==> config.mk <==
export PLATFORM = sky130hd
export DESIGN_NAME = sig_control_timed
export DESIGN_NICKNAME = d
export VERILOG_FILES = /design/src/rtl/sig_control_timed_pkg.sv /design/src/rtl/sig_control_timed_dwell_timer.sv /design/src/rtl/sig_control_timed.sv
export SDC_FILE = /design/constraint.sdc
export NUM_CORES = 1
export LEC_CHECK = 0
export BUFFER_PORTS_ARGS = -buffer_cell sky130_fd_sc_hd__buf_2
export CAP_MARGIN = 20
export CORE_MARGIN = 2
export CORE_UTILIZATION = 30
export DETAILED_ROUTE_END_ITERATION = 8
export PLACE_DENSITY = 0.54
export REMOVE_ABC_BUFFERS = 1
export SYNTH_ARGS = -nofsm -noshare
export SYNTH_HDL_FRONTEND = slang
export SYNTH_SLANG_ARGS = --single-unit
==> constraint.sdc <==
create_clock -name clock -period 5.2 [get_ports clock]
set_clock_uncertainty 0.1 [all_clocks]
set_input_delay 1.04 -clock clock [delete_from_list [all_inputs] [get_ports clock]]
set_output_delay 1.04 -clock clock [all_outputs]
set_load 0.1 [all_outputs]
==> src/rtl/sig_control_timed_pkg.sv <==
// Shared lamp codes, state encodings and the lamp decode used by the
// highway/country signal controller.
package sig_control_timed_pkg;

  typedef enum logic [1:0] {
    LAMP_RED    = 2'd0,
    LAMP_YELLOW = 2'd1,
    LAMP_GREEN  = 2'd2,
    LAMP_OFF    = 2'd3
  } lamp_e;

  typedef enum logic [2:0] {
    S_HG  = 3'd0,
    S_HY  = 3'd1,
    S_AR1 = 3'd2,
    S_CG  = 3'd3,
    S_CY  = 3'd4,
    S_AR2 = 3'd5,
    S_FL  = 3'd6
  } state_e;

  localparam logic [2:0] S_ILLEGAL = 3'd7;

  typedef struct packed {
    lamp_e hwy;
    lamp_e cntry;
  } lamps_t;

  // Moore decode; anything not explicitly lit (AR states, illegal code) is RED/RED.
  function automatic lamps_t decode_lamps(input logic [2:0] st, input logic phase_on);
    lamps_t l;
    l.hwy   = LAMP_RED;
    l.cntry = LAMP_RED;
    case (st)
      S_HG: l.hwy   = LAMP_GREEN;
      S_HY: l.hwy   = LAMP_YELLOW;
      S_CG: l.cntry = LAMP_GREEN;
      S_CY: l.cntry = LAMP_YELLOW;
      S_FL: begin
        if (phase_on) begin
          l.hwy = LAMP_YELLOW;
        end else begin
          l.hwy   = LAMP_OFF;
          l.cntry = LAMP_OFF;
        end
      end
      default: ;
    endcase
    return l;
  endfunction

endpackage

==> src/rtl/sig_control_timed_dwell_timer.sv <==
// Cycles-in-state counter: restarts to zero on request and saturates at
// all-ones so long dwells never wrap back into a low count.
module sig_dwell_timer #(
  parameter int TW = 8
) (
  input  logic          clock_i,
  input  logic          clear_i,
  input  logic          restart_i,
  output logic [TW-1:0] count_o
);

  logic [TW-1:0] count_q;
  logic [TW-1:0] count_d;

  always_comb begin
    count_d = count_q;
    if (restart_i) begin
      count_d = '0;
    end else if (count_q != {TW{1'b1}}) begin
      count_d = count_q + 1'b1;
    end
  end

  always_ff @(posedge clock_i) begin
    if (clear_i) begin
      count_q <= '0;
    end else begin
      count_q <= count_d;
    end
  end

  assign count_o = count_q;

endmodule

==> src/rtl/sig_control_timed.sv <==
// Highway/country-road signal controller with dwell timing, clearance
// all-reds and a night flashing mode.
//
//  state | meaning
//  S_HG  | highway green, country red; holds for minimum green
//  S_HY  | highway yellow
//  S_AR1 | all red, clearing towards country green
//  S_CG  | country green while a car waits, up to max green
//  S_CY  | country yellow
//  S_AR2 | all red, clearing towards highway green (also flash exit)
//  S_FL  | night flashing: hwy yellow/off, cntry red/off
//  7     | illegal: red/red, recovers to S_HG
module sig_control_timed
  import sig_control_timed_pkg::*;
#(
  parameter int TW              = 8,
  parameter int Y2R_DELAY       = 3,
  parameter int R2G_DELAY       = 2,
  parameter int HWY_MIN_GREEN   = 8,
  parameter int CNTRY_MAX_GREEN = 16,
  parameter int FLASH_HALF      = 4
) (
  input  logic       clock,
  input  logic       clear,
  input  logic       X,
  input  logic       flash_mode,
  output logic [1:0] hwy,
  output logic [1:0] cntry,
  output logic [2:0] state
);

  localparam logic [TW-1:0] Y2R_LAST   = TW'(Y2R_DELAY - 1);
  localparam logic [TW-1:0] R2G_LAST   = TW'(R2G_DELAY - 1);
  localparam logic [TW-1:0] HWY_LAST   = TW'(HWY_MIN_GREEN - 1);
  localparam logic [TW-1:0] CNTRY_LAST = TW'(CNTRY_MAX_GREEN - 1);
  localparam logic [TW-1:0] FLASH_LAST = TW'(FLASH_HALF - 1);

  logic [2:0]    state_q;
  logic [2:0]    state_d;
  logic          phase_q;
  logic          phase_d;
  logic [TW-1:0] timer;
  logic          flash_toggle;
  logic          timer_restart;
  lamps_t        lamps;

  sig_dwell_timer #(
    .TW (TW)
  ) u_dwell_timer (
    .clock_i   (clock),
    .clear_i   (clear),
    .restart_i (timer_restart),
    .count_o   (timer)
  );

  always_comb begin
    state_d      = state_q;
    flash_toggle = 1'b0;
    case (state_q)
      S_HG: begin
        if (flash_mode) begin
          state_d = S_FL;
        end else if (X && (timer >= HWY_LAST)) begin
          state_d = S_HY;
        end
      end
      S_HY:  if (timer == Y2R_LAST) state_d = S_AR1;
      S_AR1: if (timer == R2G_LAST) state_d = S_CG;
      S_CG:  if (!X || (timer == CNTRY_LAST)) state_d = S_CY;
      S_CY:  if (timer == Y2R_LAST) state_d = S_AR2;
      S_AR2: if (timer == R2G_LAST) state_d = S_HG;
      S_FL: begin
        // Leaving flash takes priority over a half-period toggle.
        if (!flash_mode) begin
          state_d = S_AR2;
        end else if (timer == FLASH_LAST) begin
          flash_toggle = 1'b1;
        end
      end
      default: state_d = S_HG;
    endcase
  end

  assign timer_restart = (state_d != state_q) || flash_toggle;

  always_comb begin
    phase_d = phase_q;
    if ((state_q != S_FL) && (state_d == S_FL)) begin
      phase_d = 1'b1;
    end else if (flash_toggle) begin
      phase_d = ~phase_q;
    end
  end

  always_ff @(posedge clock) begin
    if (clear) begin
      state_q <= S_HG;
      phase_q <= 1'b1;
    end else begin
      state_q <= state_d;
      phase_q <= phase_d;
    end
  end

  assign lamps = decode_lamps(state_q, phase_q);
  assign hwy   = lamps.hwy;
  assign cntry = lamps.cntry;
  assign state = state_q;

endmodule

### Word level (Yosys, flattened, before mapping)

Index checks and enable logic that the tools add are counted.

* flip-flop bits (word level): 12
* output and inout port bits: 7
* input bits: 4

* bitwise operators: 1
* reduce and logical (&&, ||, !) cells: 8
* order comparisons: 1
* $add $sub $neg: 1
* muxes and demuxes: 16
* equal/unequal tests: 14

Operator list (count)
* $mux 3: 8
* $pmux 3 s7: 1
* $eq 8x2->1 const B: 2
* $eq 3x3->1 const B: 4
* $pmux 2 s3: 2
* $add 8x1->8 const B: 1
* $eq 8x1->1 const B: 1
* $eq 8x4->1 const B: 1
* $ge 8x3->1 const B: 1
* $ne 8x8->1 const B: 1
* $eq 3x2->1 const B: 2
* $mux 2: 2
* $reduce_or 2->1: 2
* $eq 3x1->1 const B: 1
* $logic_not 3->1: 1
* $mux 1: 3
* $ne 3x3->1: 1
* $ne 3x3->1 const B: 1
* $logic_and 1x1->1: 2
* $logic_or 1x1->1: 2
* $logic_not 1->1: 1
* $not 1->1: 1

### Depth between registers and ports, before layout

Gate-level depths: netlist of run 1.

* word-level depth: 8
* mapped depth: 7

### Cells and area by module

A second synthesis of run 1 with hierarchy kept.

* cells, all modules: 115
* area, all modules: 887.1 um^2

Modules (own cells, without submodules)
* sig_control_timed: cells each 71, times used 1, area an instance 480.5 um^2, seq. area each 80.1 um^2
* sig_dwell_timer: cells each 44, times used 1, area an instance 406.6 um^2, seq. area each 160.2 um^2

### Worst setup path before layout of run 1

Ideal clock, no wire load.

* path kind: reg2out
* start point: reg state_q[2] (netlist: state[2])
* end point: out hwy[0]
* path buffers: 1
* required time: 4.060 ns
* arrival: 3.573 ns
* cell stages (with the launch flop): 4
* slack: 0.487 ns
* cell sequence: dfxtp_1 clkbuf_1 nand2_1 o21ai_0

* word-level cells in the longest chain between the ends: 2
* elaborated cells between the ends (all ways): 4

Ends and longest elaborated chain
* start: declaration: RTL line sig_control_timed.sv:38 `logic [2:0] state_q;`
* start signal: assignment: RTL line sig_control_timed.sv:100 `state_q <= state_d;`
* $eq 3x3->1, or another cell as far along: RTL line sig_control_timed_pkg.sv:34 `case (st)`
* $pmux 2 s3 (*): RTL line sig_control_timed_pkg.sv:34
* end: declaration: RTL line sig_control_timed.sv:27 `output logic [1:0] hwy,`

Mark *: on every way between the ends. The rest lies on a longest branch, timed or not.

### Final worst setup path of run 1

* start point: reg state_q[0] (netlist: state[0])
* end point: out cntry[1]

* word-level cells in the longest chain between the ends: 2
* elaborated cells between the ends (all ways): 4

Ends and longest elaborated chain
* $eq 3x3->1 / $eq 3x2->1 (equally long branches): RTL line sig_control_timed_pkg.sv:34
* $pmux 2 s3 (*): RTL line sig_control_timed_pkg.sv:34
* end: declaration: RTL line sig_control_timed.sv:28 `output logic [1:0] cntry,`

Marked as above.

==> impl_table.tex, run 1 <==
\begin{tabular}{lr}
\hline
Metric & Value \\
\hline
\multicolumn{2}{l}{\textbf{Outcome}} \\
\quad Outcome & finished clean \\
\multicolumn{2}{l}{\textbf{Power}} \\
\quad VDD IR-drop max & 0.520 mV \\
\quad P per Cell Area & 623 mW/mm² \\
\quad Leakage component of the power & 0.000397 µW \\
\multicolumn{2}{l}{\textbf{Synth}} \\
\quad Number of synthesized register bits & 12 \\
\quad Ys async rst share & 0 \\
\quad Area of the mapped netlist & 881 µm² \\
\quad Top flip-flop cell by instance count after synthesis & sky130\_fd\_sc\_hd\_\_dfxtp\_1 \\
\quad Netlist cell types & 35 \\
\quad Number of enable-type register cells in the synthesized netlist & 0 \\
\quad Cells after synthesis & 113 \\
\quad Mapped Avg Cell Area & 7.80 µm² \\
\quad Synthesis Warnings & 0 \\
\quad Register area share after synthesis & 0.273 \\
\multicolumn{2}{l}{\textbf{Critical path}} \\
\quad Type of the setup path with the least slack & reg -> out \\
\quad Source of the worst register-to-register timing path & u\_dwell\_timer.count\_o[7] \\
\quad Worst setup EP type & output pin \\
\quad Arrival time of the worst setup path & 1.79 ns \\
\quad R2R depth & 5 \\
\quad Critical Path Start Type & flip-flop \\
\quad Setup slack of the most critical reg-to-reg path & 2.87 ns \\
\quad Maximum net fanout on the critical path & 14 \\
\quad WP data required & 4.06 ns \\
\quad RR Endpoint & u\_dwell\_timer.count\_o[0] \\
\multicolumn{2}{l}{\textbf{Layout}} \\
\quad Share of cells above drive strength 1 & 0.171 \\
\quad Register area & 240 µm² \\
\quad Final-layout fill cell count & 296 \\
\quad P\&R area growth vs syn & 12.5\% \\
\quad Total number of nets in the final design & 131 \\
\quad Cell area after layout & 991 µm² \\
\quad Count of inserted antenna diode cells & 0 \\
\quad Area of the multi-input gates & 607 µm² \\
\multicolumn{2}{l}{\textbf{Timing}} \\
\quad Setup repair after global routing missed its margin & no \\
\quad Fmax & 342 MHz \\
\quad Period utilization & 0.563 \\
\quad Final TNS setup & 0 ns \\
\quad Fin crit period & 2.93 ns \\
\quad Slew at the pin closest to its max-slew limit & 0.841 ns \\
\quad Worst setup slack after layout & 2.27 ns \\
\quad Worst rel slew slack & 0.434 \\
\quad Max Transition Viols Final & 0 \\
\quad Final setup violation count & 0 \\
\quad Fin Hold WS & 0.489 ns \\
\quad Hold violation total from the final report & 0 \\
\multicolumn{2}{l}{\textbf{Clock network}} \\
\quad Clock tree sinks & 12 \\
\quad Post\_cts resized & 0 \\
\quad Clock-pin slew on the worst setup and hold paths & 0.08 ns \\
\quad CTS tree & yes \\
\quad \# Post-CTS Setup Buffers & 0 \\
\quad Max clock buf depth & 2 \\
\quad H-tree level count & 1 \\
\quad Clock latency on the worst-skew pair & 0.28 ns \\
\quad Total clock buffers created by CTS & 3 \\
\quad Hold buffers post-CTS & 0 \\
\quad Library cell used as clock root buffer & sky130\_fd\_sc\_hd\_\_clkbuf\_4 \\
\multicolumn{2}{l}{\textbf{Global route}} \\
\quad Pin count of the biggest net entering global routing & 17 \\
\quad Number of global-route vias before repair & 807 \\
\quad Antenna violations before repair & 0 \\
\quad First-pass GRT wire length & 3750 µm \\
\quad Overall overflow remaining after global route & 0 \\
\quad Tot GR Track Use & 0.142 \\
\multicolumn{2}{l}{\textbf{Die}} \\
\quad Effective utilization at floorplan & 0.317 \\
\quad Die ar. & 0.00339 mm² \\
\quad Die outline height & 58.2 µm \\
\quad Area of the placeable core & 0.00278 mm² \\
\quad Core Rows & 19 \\
\quad X dimension of the die & 58.2 µm \\
\quad Number of primary I/O pins & 11 \\
\multicolumn{2}{l}{\textbf{Route}} \\
\quad Violation count after the first detailed-route iteration & 71 \\
\quad TritonRoute pass-1 iters & 4 \\
\quad Vias & 907 \\
\quad Drt drc & 0 \\
\quad Post-DR vias/cell & 5.89 \\
\quad Total detailed-routing wirelength & 2210 µm \\
\quad Avg WL per Cell & 14.3 µm \\
\quad Post-DRT Antenna Nets & 0 \\
\multicolumn{2}{l}{\textbf{Placed design}} \\
\quad Area after DPL & 955 µm² \\
\quad Pre-CTS setup slack & 2.53 ns \\
\quad Placed wire-length estimate & 1580 µm \\
\quad Number of I/O port buffers & 10 \\
\quad Final weighted congestion in routability-driven placement & 0.795 \\
\multicolumn{2}{l}{\textbf{Hold path}} \\
\quad HP Start & phase\_q \\
\quad WHS Path Cells & 3 \\
\quad Hold Crit Endpoint & phase\_q \\
\quad Classification of the worst-slack hold path & reg -> reg \\
\multicolumn{2}{l}{\textbf{Run}} \\
\quad Total of max-cap violations & 0 \\
\hline
\end{tabular}
-- area by class of cell --
class                           count  area share
Multi-Input combinational cell     92       0.612
Sequential cell                    12       0.242
Timing Repair Buffer               10      0.0505
Tap cell                           31      0.0391
Clock buffer                        4      0.0366
Inverter                            5      0.0189
-- cell usage in the layout, fill, tap and decap left out, drive strengths merged, types with 2 or more instances in the layout --
cell,synthesis,routed
clkbuf,4,4
nor4,2,2
nand2,8,8
a21oi,6,6
a2111oi,2,2
inv,5,5
a22oi,2,2
a311oi,2,2
nor2b,3,3
ha,3,3
and2,2,2
buf,0,10
and3,5,5
a221oi,2,2
a31oi,2,2
nand3,8,8
a211oi,2,2
nor3,8,8
mux2i,3,3
nor2,13,13
o21ai,7,7
dfxtp,12,12
nand4,2,2
-- kinds of logic (layout without fill, tap and decap cells) --
kind of cell | after synthesis | after routing | share of synthesized area
AOI/OAI and AO/OA | 32 | 32 | 0.286
xor gates and xnor gates | 1 | 1 | 0.00994
adders and majority gates | 3 | 3 | 0.0426
buffers and inverters | 9 | 19 | 0.0383
DFF | 12 | 12 | 0.273
muxes | 3 | 3 | 0.0341
and+or+nand+nor | 53 | 53 | 0.317
-- registers in the layout, summed over array words and instances (netlist names) --
name	flops
u_dwell_timer.count_o	8
state	3
phase_q	1
-- synthesized netlist by cell type, types with 2 or more instances --
master | number | share of area
sky130_fd_sc_hd__a311oi_1 | 2 | 0.020
sky130_fd_sc_hd__clkbuf_1 | 4 | 0.017
sky130_fd_sc_hd__nand3_1 | 8 | 0.045
sky130_fd_sc_hd__a31oi_1 | 2 | 0.014
sky130_fd_sc_hd__mux2i_1 | 3 | 0.034
sky130_fd_sc_hd__ha_1 | 3 | 0.043
sky130_fd_sc_hd__nor3_1 | 8 | 0.045
sky130_fd_sc_hd__o21ai_0 | 6 | 0.034
sky130_fd_sc_hd__and3_1 | 5 | 0.036
sky130_fd_sc_hd__a22oi_1 | 2 | 0.017
sky130_fd_sc_hd__nor2b_1 | 3 | 0.021
sky130_fd_sc_hd__dfxtp_1 | 12 | 0.27
sky130_fd_sc_hd__nand2_1 | 8 | 0.034
sky130_fd_sc_hd__a21oi_1 | 6 | 0.034
sky130_fd_sc_hd__nand4_1 | 2 | 0.014
sky130_fd_sc_hd__nor2_1 | 13 | 0.055
sky130_fd_sc_hd__a2111oi_2 | 2 | 0.034
sky130_fd_sc_hd__a211oi_1 | 2 | 0.017
sky130_fd_sc_hd__a221oi_1 | 2 | 0.020
sky130_fd_sc_hd__inv_1 | 5 | 0.021
-- per-stage QoR --
step / util / cells / power, µW
2_1_floorplan: - / 109 / 471
3_3_place_gp: 0.343 / 150 / 536
3_5_place_dp: 0.343 / 150 / 540
4_1_cts: 0.356 / 154 / 619
5_1_grt: 0.356 / 154 / 655
6_report: 0.356 / 154 / 617
-- worst max-delay path, stage by stage (launching register included) --
cell and delay, ns:
sky130_fd_sc_hd__dfxtp_1 0.46, sky130_fd_sc_hd__inv_1 0.27, sky130_fd_sc_hd__nand2_1 0.10, sky130_fd_sc_hd__nor2_1 0.11, sky130_fd_sc_hd__a21oi_1 0.05, sky130_fd_sc_hd__nor2_1 0.09, sky130_fd_sc_hd__buf_2 0.43
-- worst max path at each step --
stage,from,to,slack (ns),cells after the start
3_3_place_gp,flash_mode,u_dwell_timer.count_o[1],2.50,6
4_1_cts,state[2],hwy[1],2.28,5
2_1_floorplan,state[2],hwy[0],0.55,2
5_1_grt,state[2],hwy[1],2.13,5
6_report,state[0],cntry[1],2.27,6
3_5_place_dp,flash_mode,u_dwell_timer.count_o[1],2.53,6
-- where the power goes --
part           switching, µW  total, µW  internal (µW)
registers               45.2        155            110
logic                    290        385           94.5
clock network           35.3       77.9           42.6
total                    371        617            247
-- layer usage --
layer	wire length, µm	global-route usage	vias up	share of wire
li1	-	-	447	-
met1	1060	0.195	431	0.48
met2	976	0.218	27	0.44
met3	158	0.0446	2	0.072
met4	13	0.0332	0	0.0059
met5	0	0	-	0
(Power assumes the default switching activity.)
==> run 2, diff against run 1 <==
ABC_AREA = 1   (was not set)
clock period = 2.9 ns   (was 5.2 ns; I/O delays follow)
==> impl_table.tex, run 2 <==
\begin{tabular}{lr}
\hline
Metric & Value \\
\hline
\multicolumn{2}{l}{\textbf{Synth}} \\
\quad Ys async rst share & 0 (unchanged) \\
\quad Most common library cells after synthesis & 26 x sky130\_fd\_sc\_hd\_\_nand2\_1, 15 x sky130\_fd\_sc\_hd\_\_inv\_1, 13 x sky130\_fd\_sc\_hd\_\_nor2\_1, 12 x sky130\_fd\_sc\_hd\_\_dfxtp\_1, 11 x sky130\_fd\_sc\_hd\_\_nand3\_1 (was 13 x sky130\_fd\_sc\_hd\_\_nor2\_1, 12 x sky130\_fd\_sc\_hd\_\_dfxtp\_1, 8 x sky130\_fd\_sc\_hd\_\_nand2\_1, 8 x sky130\_fd\_sc\_hd\_\_nand3\_1, 8 x sky130\_fd\_sc\_hd\_\_nor3\_1) \\
\quad Most area-consuming cells after synthesis & sky130\_fd\_sc\_hd\_\_dfxtp\_1 26\%, sky130\_fd\_sc\_hd\_\_nand2\_1 11\%, sky130\_fd\_sc\_hd\_\_nor3\_2 8.8\%, sky130\_fd\_sc\_hd\_\_inv\_1 6.2\%, sky130\_fd\_sc\_hd\_\_nand3\_1 6.0\% (was sky130\_fd\_sc\_hd\_\_dfxtp\_1 27\%, sky130\_fd\_sc\_hd\_\_nor2\_1 5.5\%, sky130\_fd\_sc\_hd\_\_nand3\_1 4.5\%, sky130\_fd\_sc\_hd\_\_nor3\_1 4.5\%, sky130\_fd\_sc\_hd\_\_ha\_1 4.3\%) \\
\quad Cells after synthesis & 131 (was 113) \\
\quad Post-synth top area share & 0.263 (was 0.273) \\
\quad Cell type with the highest aggregate area in the netlist & sky130\_fd\_sc\_hd\_\_dfxtp\_1 (unchanged) \\
\quad Number of synthesized register bits & 12 (unchanged) \\
\quad Top flip-flop cell by instance count after synthesis & sky130\_fd\_sc\_hd\_\_dfxtp\_1 (unchanged) \\
\quad Synthesis Warnings & 0 (unchanged) \\
\quad Adder and majority cell fraction of the synthesized area & 0.0410 (was 0.0426) \\
\quad Mapped Avg Cell Area & 6.98 µm² (was 7.80 µm²) \\
\quad Number of enable-type register cells in the synthesized netlist & 0 (unchanged) \\
\quad Mux share of post-synthesis cell area & 0 (was 0.0341) \\
\quad Register area share after synthesis & 0.263 (was 0.273) \\
\quad Netlist cell types & 26 (was 35) \\
\quad Area of the mapped netlist & 915 µm² (was 881 µm²) \\
\quad XOR/XNOR Fraction of Synth Area & 0.0479 (was 0.00994) \\
\quad Dominant combinational cell family by area after synthesis & simple AND/OR/NAND/NOR gates (unchanged) \\
\quad Share of synthesized cell area in and, or, nand and nor gates & 0.483 (was 0.317) \\
\quad Share of the synthesized area in compound gates (AO/OA/AOI/OAI) & 0.0793 (was 0.286) \\
\quad Most common cell in the synthesized netlist & sky130\_fd\_sc\_hd\_\_nand2\_1 (was sky130\_fd\_sc\_hd\_\_nor2\_1) \\
\multicolumn{2}{l}{\textbf{Global route}} \\
\quad Overall overflow remaining after global route & 0 (unchanged) \\
\quad Number of global-route vias before repair & 718 (was 807) \\
\quad First-pass GRT wire length & 3270 µm (was 3750 µm) \\
\quad Pin count of the biggest net entering global routing & 10 (was 17) \\
\quad Tot GR Track Use & 0.124 (was 0.142) \\
\quad Antenna violations before repair & 0 (unchanged) \\
\multicolumn{2}{l}{\textbf{Timing}} \\
\quad Fmax & 405 MHz \\
\quad Hold violation total from the final report & 0 (unchanged) \\
\quad Max Transition Viols Final & 0 (unchanged) \\
\quad Setup repair after global routing missed its margin & no (unchanged) \\
\quad Final setup violation count & 0 (unchanged) \\
\quad Worst rel slew slack & 0.677 (was 0.434) \\
\quad Slew at the pin closest to its max-slew limit & 0.487 ns (was 0.841 ns) \\
\quad Fin crit period & 2.47 ns \\
\quad Period utilization & 0.852 \\
\multicolumn{2}{l}{\textbf{Critical path}} \\
\quad Arrival time of the worst setup path & 1.79 ns (about the same) \\
\quad Setup slack of the most critical reg-to-reg path & 1.08 ns (was 2.87 ns) \\
\quad Worst setup EP type & output pin (unchanged) \\
\quad Total number of cells along the worst setup path & 4 (was 6) \\
\quad WP data required & 2.22 ns (was 4.06 ns) \\
\quad Series of cell instances along the critical path & nand3\_2 -> or2\_2 -> nand2\_1 -> buf\_2 (was inv\_1 -> nand2\_1 -> nor2\_1 -> a21oi\_1 -> nor2\_1 -> buf\_2) \\
\quad Critical Path Start Type & flip-flop (unchanged) \\
\quad Crit path capture & cntry[0] (was cntry[1]) \\
\quad Crit. Startpoint & state[2] (was state[0]) \\
\quad Total buffers and inverters traversed by the critical path & 1 (was 2) \\
\quad Source of the worst register-to-register timing path & u\_dwell\_timer.count\_o[0] (was u\_dwell\_timer.count\_o[7]) \\
\quad R2R depth & 9 (was 5) \\
\quad RR Endpoint & u\_dwell\_timer.count\_o[2] (was u\_dwell\_timer.count\_o[0]) \\
\quad Type of the setup path with the least slack & reg -> out (unchanged) \\
\quad Standard cell with the maximum stage delay on the critical path & sky130\_fd\_sc\_hd\_\_dfxtp\_1 (unchanged) \\
\quad Crit path max-delay family & simple AND/OR/NAND/NOR gates (was buffers and inverters) \\
\quad Largest stage delay on the critical path & 0.53 ns (was 0.46 ns) \\
\quad Maximum net fanout on the critical path & 9 (was 14) \\
\multicolumn{2}{l}{\textbf{Route}} \\
\quad Drt drc & 0 (unchanged) \\
\quad TritonRoute pass-1 iters & 4 (unchanged) \\
\quad Post-DR vias/cell & 4.69 (was 5.89) \\
\quad Avg WL per Cell & 10.5 µm (was 14.3 µm) \\
\quad Violation count after the first detailed-route iteration & 32 (was 71) \\
\quad Vias & 831 (was 907) \\
\quad Total detailed-routing wirelength & 1860 µm (was 2210 µm) \\
\quad Post-DRT Antenna Nets & 0 (unchanged) \\
\multicolumn{2}{l}{\textbf{Power}} \\
\quad VDD IR-drop max & 0.305 mV (was 0.520 mV) \\
\quad P per Cell Area & 1010 mW/mm² (was 623 mW/mm²) \\
\quad Leakage component of the power & 0.000450 µW (was 0.000397 µW) \\
\quad Pwr Total & 1040 µW (was 617 µW) \\
\multicolumn{2}{l}{\textbf{Die}} \\
\quad X dimension of the die & 59.2 µm (was 58.2 µm) \\
\quad Effective utilization at floorplan & 0.307 (was 0.317) \\
\quad Die outline height & 59.2 µm (was 58.2 µm) \\
\quad Core Rows & 20 (was 19) \\
\quad Die ar. & 0.00351 mm² (was 0.00339 mm²) \\
\quad Number of primary I/O pins & 11 (unchanged) \\
\quad Area of the placeable core & 0.00298 mm² (was 0.00278 mm²) \\
\multicolumn{2}{l}{\textbf{Placed design}} \\
\quad DP Cell Count & 173 (was 150) \\
\quad Number of I/O port buffers & 10 (unchanged) \\
\quad Final weighted congestion in routability-driven placement & 0.920 (was 0.795) \\
\quad Placed wire-length estimate & 1460 µm (was 1580 µm) \\
\multicolumn{2}{l}{\textbf{Layout}} \\
\quad Non-filler cells in the finished layout & 177 (was 154) \\
\quad P\&R area growth vs syn & 13.1\% (was 12.5\%) \\
\quad Number of flip-flops under the largest register name & 8 (unchanged) \\
\quad Count of inserted antenna diode cells & 0 (unchanged) \\
\quad Total number of nets in the final design & 152 (was 131) \\
\quad Leading cell types in the layout, fill and taps excluded & 26 x sky130\_fd\_sc\_hd\_\_nand2\_1, 15 x sky130\_fd\_sc\_hd\_\_inv\_1, 13 x sky130\_fd\_sc\_hd\_\_nor2\_1 (was 13 x sky130\_fd\_sc\_hd\_\_nor2\_1, 12 x sky130\_fd\_sc\_hd\_\_dfxtp\_1, 10 x sky130\_fd\_sc\_hd\_\_buf\_2) \\
\quad Share of cells above drive strength 1 & 0.306 (was 0.171) \\
\quad Leading cell type in the layout, fill and taps excluded & sky130\_fd\_sc\_hd\_\_nand2\_1 (was sky130\_fd\_sc\_hd\_\_nor2\_1) \\
\multicolumn{2}{l}{\textbf{Hold path}} \\
\quad Classification of the worst-slack hold path & in -> reg (was reg -> reg) \\
\quad WHS Path Cells & 2 (was 3) \\
\multicolumn{2}{l}{\textbf{Clock network}} \\
\quad Max clock buf depth & 2 (unchanged) \\
\quad Post\_cts resized & 0 (unchanged) \\
\quad Library cell used as clock root buffer & sky130\_fd\_sc\_hd\_\_clkbuf\_4 (unchanged) \\
\quad Clock latency on the worst-skew pair & 0.28 ns (about the same) \\
\quad Total clock buffers created by CTS & 3 (unchanged) \\
\quad Clock-pin slew on the worst setup and hold paths & 0.08 ns (about the same) \\
\quad H-tree level count & 1 (unchanged) \\
\quad Clock tree sinks & 12 (unchanged) \\
\quad \# Post-CTS Setup Buffers & 0 (unchanged) \\
\quad CTS tree & yes (unchanged) \\
\quad Hold buffers post-CTS & 0 (unchanged) \\
\multicolumn{2}{l}{\textbf{Outcome}} \\
\quad Outcome & finished clean (unchanged) \\
\multicolumn{2}{l}{\textbf{Run}} \\
\quad Total of max-cap violations & 0 (unchanged) \\
\hline
\end{tabular}
## run 2: cell types whose count changed after synthesis, moves of 3 or more
| cell | change |
|---|---|
| sky130_fd_sc_hd__a21oi_1 | -4 |
| sky130_fd_sc_hd__and3_1 | -5 |
| sky130_fd_sc_hd__clkbuf_1 | -4 |
| sky130_fd_sc_hd__inv_1 | +10 |
| sky130_fd_sc_hd__inv_2 | +3 |
| sky130_fd_sc_hd__mux2i_1 | -3 |
| sky130_fd_sc_hd__nand2_1 | +18 |
| sky130_fd_sc_hd__nand2_2 | +6 |
| sky130_fd_sc_hd__nand3_1 | +3 |
| sky130_fd_sc_hd__nor2_2 | +6 |
| sky130_fd_sc_hd__nor2b_1 | -3 |
| sky130_fd_sc_hd__nor3_1 | -7 |
| sky130_fd_sc_hd__nor3_2 | +8 |
| sky130_fd_sc_hd__xor2_1 | +3 |
## run 2: per-layer routing
layer | up-vias | GRT usage | part of all wire
li1 | 445 | - | -
met1 | 362 | 0.182 | 0.52
met2 | 21 | 0.170 | 0.41
met3 | 3 | 0.0197 | 0.043
met4 | 0 | 0.0682 | 0.020
met5 | - | 0 | 0
## run 2: worst min-delay path by stage
stage	endpoint	slack, ns	startpoint
finish	state[1]	0.38	clear
global placement	phase_q	0.39	phase_q
global route	state[1]	0.37	clear
floorplan	phase_q	0.35	phase_q
detailed placement	phase_q	0.38	phase_q
CTS	state[1]	0.37	clear
## run 2: report_power, final
part / switching [µW] / internal [µW] / total, µW / leakage, µW
sequential: 40.7 / 187 / 228 / 0.0000974
clock: 62.1 / 76.5 / 139 / 0.0000210
combinational: 541 / 137 / 678 / 0.000332
total: 644 / 400 / 1040 / 0.000450
## run 2: cells by family after synthesis
logic type	Yosys count
buffers and inverters	20
AO/OA/AOI/OAI	12
adder cells (fa/ha/maj)	3
flip-flops	12
XOR/XNOR	5
AND/OR/NAND/NOR	79
## run 2: area by class of cell
type                            instances  area, µm²
Clock buffer                            4       36.3
Inverter                               19       71.3
Fill cell                             315       1940
Multi-Input combinational cell         99        596
Timing Repair Buffer                   10       50.0
Tap cell                               33       41.3
Sequential cell                        12        240
## run 2: stage by stage
step / hold WS (ns) / utilization / instance area (µm²) / setup WS (ns) / setup TNS [ns]
floorplan: 0.354 / - / 907 / -0.0902 / -0.271
global placement: 0.388 / 0.335 / 998 / 0.797 / 0
detailed placement: 0.382 / 0.335 / 998 / 0.736 / 0
CTS: 0.370 / 0.347 / 1030 / 0.410 / 0
global route: 0.370 / 0.347 / 1030 / 0.328 / 0
finish: 0.385 / 0.347 / 1030 / 0.429 / 0
